## config.mk

```make
export PLATFORM = sky130hd
export DESIGN_NAME = lock_key_sender_flat
export DESIGN_NICKNAME = d
export VERILOG_FILES = /design/src/rtl/lock_key_sender_if.sv /design/src/rtl/lock_key_sender.sv /design/src/flat_wrapper.sv
export SDC_FILE = /design/constraint.sdc
export NUM_CORES = 1
export LEC_CHECK = 0
export CORE_MARGIN = 2
export CORE_UTILIZATION = 40
export DETAILED_ROUTE_END_ITERATION = 8
export PLACE_DENSITY = 0.67
export SLEW_MARGIN = 5
export SYNTH_ARGS = -nofsm -noshare
export SYNTH_HDL_FRONTEND = slang
export SYNTH_SLANG_ARGS = --single-unit
```

## constraint.sdc

```tcl
create_clock -name clk -period 1.7 [get_ports clk]
set_clock_uncertainty 0.15 [all_clocks]
set_input_delay 0.34 -clock clk [delete_from_list [all_inputs] [get_ports clk]]
set_output_delay 0.34 -clock clk [all_outputs]
set_load 0.02 [all_outputs]
```

## src/rtl/lock_key_sender_if.sv

```systemverilog
// Host/lock signal bundle for lock_key_sender: key handshake, lock strobe pair and status.
// Handshake: a key transfers on a clk edge where in_valid && in_ready; key must be stable then.
interface lock_key_sender_if #(
    parameter int WIDTH = 16
);
    logic [WIDTH-1:0] key;
    logic             in_valid;
    logic             in_ready;
    logic             lock_ok;
    logic             shift;
    logic             d;
    logic             busy;
    logic             done;
    logic             match;

    modport master (
        output key, in_valid, lock_ok,
        input  in_ready, shift, d, busy, done, match
    );

    modport slave (
        input  key, in_valid, lock_ok,
        output in_ready, shift, d, busy, done, match
    );
endinterface

```

## src/rtl/lock_key_sender.sv

```systemverilog
// Serialises a key word MSB-first onto the lock's shift/d pins with programmable
// setup/high/low timing, then reports the synchronised lock_ok LED as match.
module lock_key_sender #(
    parameter int WIDTH         = 16,
    parameter int SETUP_CYCLES  = 4,
    parameter int HIGH_CYCLES   = 4,
    parameter int LOW_CYCLES    = 4,
    parameter int SETTLE_CYCLES = 8
) (
    input  logic               clk,
    input  logic               rst,
    lock_key_sender_if.slave   bus,
    output logic [2:0]         state_dbg
);
    localparam int MAX_AB = (SETUP_CYCLES > HIGH_CYCLES) ? SETUP_CYCLES : HIGH_CYCLES;
    localparam int MAX_CD = (LOW_CYCLES > SETTLE_CYCLES) ? LOW_CYCLES : SETTLE_CYCLES;
    localparam int MAXC   = (MAX_AB > MAX_CD) ? MAX_AB : MAX_CD;
    localparam int CW     = $clog2(MAXC);
    localparam int BW     = $clog2(WIDTH + 1);

    localparam logic [CW-1:0] SETUP_LAST  = CW'(SETUP_CYCLES - 1);
    localparam logic [CW-1:0] HIGH_LAST   = CW'(HIGH_CYCLES - 1);
    localparam logic [CW-1:0] LOW_LAST    = CW'(LOW_CYCLES - 1);
    localparam logic [CW-1:0] SETTLE_LAST = CW'(SETTLE_CYCLES - 1);
    localparam logic [BW-1:0] BIT_LAST    = BW'(WIDTH - 1);

    typedef enum logic [2:0] {
        S_IDLE   = 3'd0,
        S_SETUP  = 3'd1,
        S_HIGH   = 3'd2,
        S_LOW    = 3'd3,
        S_SETTLE = 3'd4,
        S_DONE   = 3'd5
    } state_t;

    state_t           state, state_n;
    logic [CW-1:0]    cnt, cnt_n;
    logic [BW-1:0]    bit_cnt, bit_n;
    logic [WIDTH-1:0] shreg, shreg_n;
    logic             sync1, sync2;
    logic             shift_q, d_q, busy_q, done_q, match_q;
    logic             shift_n, d_n, busy_n, done_n, match_n;

    always_ff @(posedge clk) begin
        if (rst) begin
            state   <= S_IDLE;
            cnt     <= '0;
            bit_cnt <= '0;
            shreg   <= '0;
            sync1   <= 1'b0;
            sync2   <= 1'b0;
            shift_q <= 1'b0;
            d_q     <= 1'b0;
            busy_q  <= 1'b0;
            done_q  <= 1'b0;
            match_q <= 1'b0;
        end else begin
            state   <= state_n;
            cnt     <= cnt_n;
            bit_cnt <= bit_n;
            shreg   <= shreg_n;
            sync1   <= bus.lock_ok;
            sync2   <= sync1;
            shift_q <= shift_n;
            d_q     <= d_n;
            busy_q  <= busy_n;
            done_q  <= done_n;
            match_q <= match_n;
        end
    end

    always_comb begin
        state_n = state;
        cnt_n   = cnt + 1'b1;
        bit_n   = bit_cnt;
        shreg_n = shreg;
        match_n = match_q;
        case (state)
            S_IDLE: begin
                cnt_n = '0;
                if (bus.in_valid) begin
                    state_n = S_SETUP;
                    shreg_n = bus.key;
                    bit_n   = '0;
                end
            end
            S_SETUP: begin
                if (cnt == SETUP_LAST) begin
                    state_n = S_HIGH;
                    cnt_n   = '0;
                end
            end
            S_HIGH: begin
                if (cnt == HIGH_LAST) begin
                    state_n = S_LOW;
                    cnt_n   = '0;
                end
            end
            S_LOW: begin
                if (cnt == LOW_LAST) begin
                    cnt_n   = '0;
                    shreg_n = shreg << 1;
                    bit_n   = bit_cnt + 1'b1;
                    state_n = (bit_cnt == BIT_LAST) ? S_SETTLE : S_SETUP;
                end
            end
            S_SETTLE: begin
                if (cnt == SETTLE_LAST) begin
                    state_n = S_DONE;
                    cnt_n   = '0;
                    match_n = sync2;
                end
            end
            S_DONE: begin
                state_n = S_IDLE;
                cnt_n   = '0;
            end
            default: begin
                state_n = S_IDLE;
                cnt_n   = '0;
            end
        endcase
    end

    // Pin values are decoded from the next state so the registered pins never glitch.
    always_comb begin
        shift_n = (state_n == S_HIGH);
        d_n     = 1'b0;
        if (state_n == S_SETUP || state_n == S_HIGH || state_n == S_LOW)
            d_n = shreg_n[WIDTH-1];
        busy_n  = (state_n != S_IDLE);
        done_n  = (state_n == S_DONE);
    end

    assign bus.in_ready = (state == S_IDLE) && !rst;
    assign bus.shift    = shift_q;
    assign bus.d        = d_q;
    assign bus.busy     = busy_q;
    assign bus.done     = done_q;
    assign bus.match    = match_q;
    assign state_dbg    = state;
endmodule

```

## src/flat_wrapper.sv

```systemverilog
// flat-port wrapper written by rule: the top's interface ports become plain ports
module lock_key_sender_flat 
#(
    parameter int WIDTH         = 16,
    parameter int SETUP_CYCLES  = 4,
    parameter int HIGH_CYCLES   = 4,
    parameter int LOW_CYCLES    = 4,
    parameter int SETTLE_CYCLES = 8
)
  (clk, rst, state_dbg, bus_key, bus_in_valid, bus_lock_ok, bus_in_ready, bus_shift, bus_d, bus_busy, bus_done, bus_match);
  lock_key_sender_if #(.WIDTH(WIDTH)) bus_i ();
  input  logic clk;
  input  logic rst;
  output logic [2:0] state_dbg;
  input wire logic [$bits(bus_i.key)-1:0] bus_key;
  input wire logic [$bits(bus_i.in_valid)-1:0] bus_in_valid;
  input wire logic [$bits(bus_i.lock_ok)-1:0] bus_lock_ok;
  output wire logic [$bits(bus_i.in_ready)-1:0] bus_in_ready;
  output wire logic [$bits(bus_i.shift)-1:0] bus_shift;
  output wire logic [$bits(bus_i.d)-1:0] bus_d;
  output wire logic [$bits(bus_i.busy)-1:0] bus_busy;
  output wire logic [$bits(bus_i.done)-1:0] bus_done;
  output wire logic [$bits(bus_i.match)-1:0] bus_match;
  assign bus_i.key = bus_key;
  assign bus_i.in_valid = bus_in_valid;
  assign bus_i.lock_ok = bus_lock_ok;
  assign bus_in_ready = bus_i.in_ready;
  assign bus_shift = bus_i.shift;
  assign bus_d = bus_i.d;
  assign bus_busy = bus_i.busy;
  assign bus_done = bus_i.done;
  assign bus_match = bus_i.match;
  lock_key_sender #(.WIDTH(WIDTH), .SETUP_CYCLES(SETUP_CYCLES), .HIGH_CYCLES(HIGH_CYCLES), .LOW_CYCLES(LOW_CYCLES), .SETTLE_CYCLES(SETTLE_CYCLES)) u_core (.clk(clk), .rst(rst), .bus(bus_i), .state_dbg(state_dbg));
endmodule
```

# Word level (Yosys, flattened, before mapping)
# Cells that the tools add are included.
# op_classes
n_reduce_logical	11
n_div	0
n_bitwise	1
add_sub_neg	2
muxes	16
n_eq_ne	13
shifts	0
multipliers	0
magnitude_cmp	0
# op_table
operator	n
2-to-1 mux 16 bit	2
case mux 16 bit (2 select lines)	1
2-to-1 mux 3 bit	8
equality test 3 x 2 -> 1 bit, second input constant	5
case mux 3 bit (5 select lines)	1
2-to-1 mux 5 bit	2
case mux 5 bit (2 select lines)	1
equality test 3 bit, second input constant	3
equality test 3 x 1 -> 1 bit, second input constant	2
case mux 3 bit (2 select lines)	1
adder 5 x 1 -> 5 bit, second input constant	1
equality test 5 x 4 -> 1 bit, second input constant	1
adder 3 x 1 -> 3 bit, second input constant	1
zero test 3 bit	1
AND reduction 3 bit	1
nonzero test 3 bit	1
OR reduction 3 bit	1
logical OR 1 bit	2
!= test 2 x 1 -> 1 bit, second input constant	1
!= test 2 bit, second input constant	1
AND reduction 2 bit	1
nonzero test 2 bit	1
OR reduction 2 bit	1
logical AND 1 bit	1
2 further kinds	2
# word_totals
wordCells	55
mem_bits_ro	0
latchBits	0
regBits	34
out_inout_bits	9
input_bits	20
n_memories	0
ram_bits	0

# Depth between registers and ports, before layout
# depth
depth_word	9
depth_mapped	8
depth_no_buf	6

# Worst setup path after synthesis
# OpenSTA, ideal clock, no wires.
# synth_timing
path_type	register to output
start	reg u_core.state[2], in the netlist u_core.state_dbg[2]
end	out bus_in_ready
stages_incl_launch_ff	3
setup_slack_ns	-0.130
arrival_ns	1.340
path_cell_list	dfxtp_1 > buf_2 > nor4_1
# synth_via
elab_chain_cells	2
# synth_rtl
element	line	rtl
from (decl)	lock_key_sender.sv:36	state_t state, state_n;
from (signal assigned)	lock_key_sender.sv:58	state <= state_n;
zero test 3 bit	lock_key_sender.sv:135	assign bus.in_ready = (state == S_IDLE) && !rst;
logical AND 1 bit	lock_key_sender.sv:135	
to (decl)	flat_wrapper.sv:18	output wire logic [$bits(bus_i.in_ready)-1:0] bus_in_ready;
# No other way between the ends.

# Worst setup path after layout
# layout_timing
start	reg u_core.cnt[0]
end	reg u_core.d_q, in the netlist u_core.bus.d
# layout_via
elab_chain_cells	8
# layout_rtl
element	line	rtl
from (decl)	lock_key_sender.sv:37	logic [CW-1:0] cnt, cnt_n;
from (signal assigned)	lock_key_sender.sv:59	cnt <= cnt_n;
equality test 3 bit / equality test 3 x 2 -> 1 bit (equally long branches)	--	
2-to-1 mux 3 bit (on tied branches)	--	
case mux 3 bit (5 select lines)	lock_key_sender.sv:78	case (state)
equality test 3 x 1 -> 1 bit / equality test 3 x 2 -> 1 bit (equally long branches)	lock_key_sender.sv:129	if (state_n == S_SETUP || state_n == S_HIGH || state_n == S_LOW)
logical OR 1 bit (2 in series)	lock_key_sender.sv:129	
inverter 1 bit (no source line)	--	
OR reduction 2 bit (no source line)	--	
to (signal assigned)	lock_key_sender.sv:65	d_q <= d_n;
to (decl)	lock_key_sender.sv:41	logic shift_q, d_q, busy_q, done_q, match_q;
# Parallel ways exist; a longest one is shown, timed or not. The select of a mux whose other input is x is not followed.
# A chain may end at the register's enable or synchronous reset.

==> results.toml <==
[floorplan]
fp-row-count = 22
initial_utilization_pct = 41.6
fp.dieArea_um2 = 4280
floorplan.io_pins = 29
die_y_um = 65.4
die_w_um = 65.4
core_area_um2 = 3630

[critical_path]
worstPathRequired_ns = 1.78
critPathLaunchType = "flop"
critical_path.endpoint_type = "flop"
cp.arrival_ns = 1.98
critPathKind = "flop to flop"
crit_fanout = 4

[drt]
drtPass1Iterations = 4
num_vias = 1426
avgViaCountPerCell = 5.53
drc_errors = 0
postRouteAntennaNets = 0
wl_per_cell_um = 16.4
drt-total-wl_um = 4240
drtIter0Drc = 87

[logic_synthesis]
synthesis.area_um2 = 1510
synthCells = 159
synth_seq_area_share_pct = 45.1
syn_area_per_cell_um2 = 9.50
synth_edf_count = 0
synth-main-ff-cell = "dfxtp_1"
synth_warnings = 0
ys_ff_latch = 34
async_reset_ff_share_pct = 0
synth_cell_types = 39
syn-num-nets = 186

[flow_run]
cap_violations = 0

[finish]
fill_cells = 278
nets = 236
final_core_util_pct = 68.1
syn_to_final_growth_pct = 64.0
layout_common_cells = "dfxtp_1 (28), clkdlybuf4s50_1 (19), buf_4 (19)"
multi_input_area_um2 = 1070
diodes = 0
regArea_um2 = 688
final_common_cell = "dfxtp_1"
final_layout_size_suffix_gt1_share_pct = 47.6

[clocking]
ctsRootBufferMaster = "clkbuf_8"
cts_tree = "yes"
cts.sinks = 34
clk_latency_ns = 0.29
hold_buffers = 0
numCtsBuffers = 5
clock_path_buffers = 2
clkTransAtPathRegs_ns = 0.07
htree_levels = 2

[status]
outcome = "finished with violations"
violations = "negative setup slack"

[sta]
worstMarginPinSlew_ns = 0.484
max_freq_mhz = 528
fin_ws_ns = -0.194
slew_viol_final = 0
hold_viol_final = 0
setup_viol = 19
rsz0062_at_grt = "yes"
period_needed_ns = 1.89
maxSlewHeadroom_pct = 67.7
fin_crit_sh_pct = 111

[place]
io_buffer_count = 28
dp_hpwl_um = 2270
place_congestion = 0.788
pre_cts_ws_ns = -0.384

[global_routing]
grt_pass1_vias = 1354
grt_max_degree = 33
grtUsageTotal_pct = 19.5
grt_pass1_wl_um = 6310
gr-total-overflow = 0
antenna_found_initial = 0

[worst_hold_path]
min_path_type = "flop to flop"

[power_and_ir_drop]
p_per_area_nw_per_um2 = 701
p_leak_uw = 0.000988
ir_drop_v = 0.000679
==> cells in the mapped netlist (2+ instances only) <==
master / instances / area [um2]
nand2_1: 18 / 67.6
and2_1: 2 / 12.5
buf_2: 2 / 10.0
nor2b_1: 5 / 31.3
xor2_1: 3 / 26.3
buf_4: 3 / 22.5
ha_1: 7 / 87.6
a211oi_1: 2 / 15.0
clkbuf_1: 3 / 11.3
a21oi_1: 19 / 95.1
a311oi_1: 2 / 17.5
nand3b_1: 2 / 15.0
nand3_1: 3 / 15.0
nor3_1: 7 / 35.0
buf_6: 3 / 33.8
a2111oi_2: 2 / 30.0
a22oi_1: 13 / 97.6
inv_1: 3 / 11.3
nor2_1: 7 / 26.3
dfxtp_1: 34 / 681
==> sequential cells by signal, summed over array words and instances (netlist names) <==
name and cells:
u_core.shreg 16, u_core.bus.d 1, u_core.state_dbg 3, u_core.bit_cnt 5, u_core.sync2 1, u_core.bus.match 1, u_core.cnt 3, u_core.sync1 1
u_core.bus.done 1, u_core.bus.busy 1, u_core.bus.shift 1
==> stage by stage <==
| step | setup TNS (ns) | instance area [um2] | hold slack [ns] | total power, uW | std cells |
|---|---|---|---|---|---|
| after global placement | -4.61 | 1910 | 0.261 | 1030 | 238 |
| after CTS | -0.359 | 2220 | 0.289 | 1680 | 252 |
| after detailed placement | -5.61 | 1910 | 0.270 | 1040 | 238 |
| final | -1.15 | 2480 | 0.288 | 1740 | 258 |
| after global routing | -2.26 | 2480 | 0.320 | 1810 | 258 |
| after floorplan | 0 | 1540 | 0.253 | 956 | 159 |
==> routing by layer <==
layer  up-vias  wire length [um]  GRT usage (%)
met1       697              1750           23.6
met3         9               258           5.14
li1        677                 -              -
met2        43              2160           33.0
met4         0                65           7.55
met5         -                 0              0
==> layout make-up <==
cell class	instances	share of cell area, %
multi-input cells	111	43.2
flip-flops and latches	34	27.8
repair buffers	54	22.3
clock buffers	6	3.34
well taps	48	2.43
clock inverters	2	0.505
inverters	3	0.455
==> critical path, cell delays in order (launching register included) <==
cell and delay [ns]:
dfxtp_2 0.33, ha_4 0.18, ha_4 0.17, buf_4 0.14, a2111oi_4 0.52, a2111oi_4 0.10, and3b_1 0.25
==> power by group <==
part,internal [uW],switching (uW)
logic,140,127
clock network,325,291
registers,828,25.5
total,1290,444
==> kinds of logic (layout without fill, tap and decap cells) <==
family | count (synthesis) | in the layout | share of synthesized area (%)
buffers and inverters | 14 | 65 | 5.88
multiplexers | 1 | 1 | 0.663
flip-flops | 34 | 34 | 45.1
adder cells (fa/ha/maj) | 7 | 7 | 5.80
AO/OA/AOI/OAI | 42 | 42 | 19.1
XOR/XNOR | 4 | 4 | 2.32
AND/OR/NAND/NOR | 57 | 57 | 21.1
==> worst paths after layout <==
| check | from | to | slack, ns | cells past startpoint |
|---|---|---|---|---|
| min reg2reg | u_core.sync1 | u_core.sync2 | 0.29 | 1 |
| min | u_core.sync1 | u_core.sync2 | 0.29 | 1 |
| max reg2reg | u_core.cnt[0] | u_core.bus.d | -0.19 | 6 |
| max | u_core.cnt[0] | u_core.bus.d | -0.19 | 6 |
==> what timing repair did <==
item,in CTS,in global routing
buffers inserted,5,6
gates resized for setup,36,57
endpoints found under the hold margin,0,0
pin swaps,9,40
gates cloned,1,1
setup endpoints to repair,29,30
No activity file was read; power rests on OpenSTA's default activity.
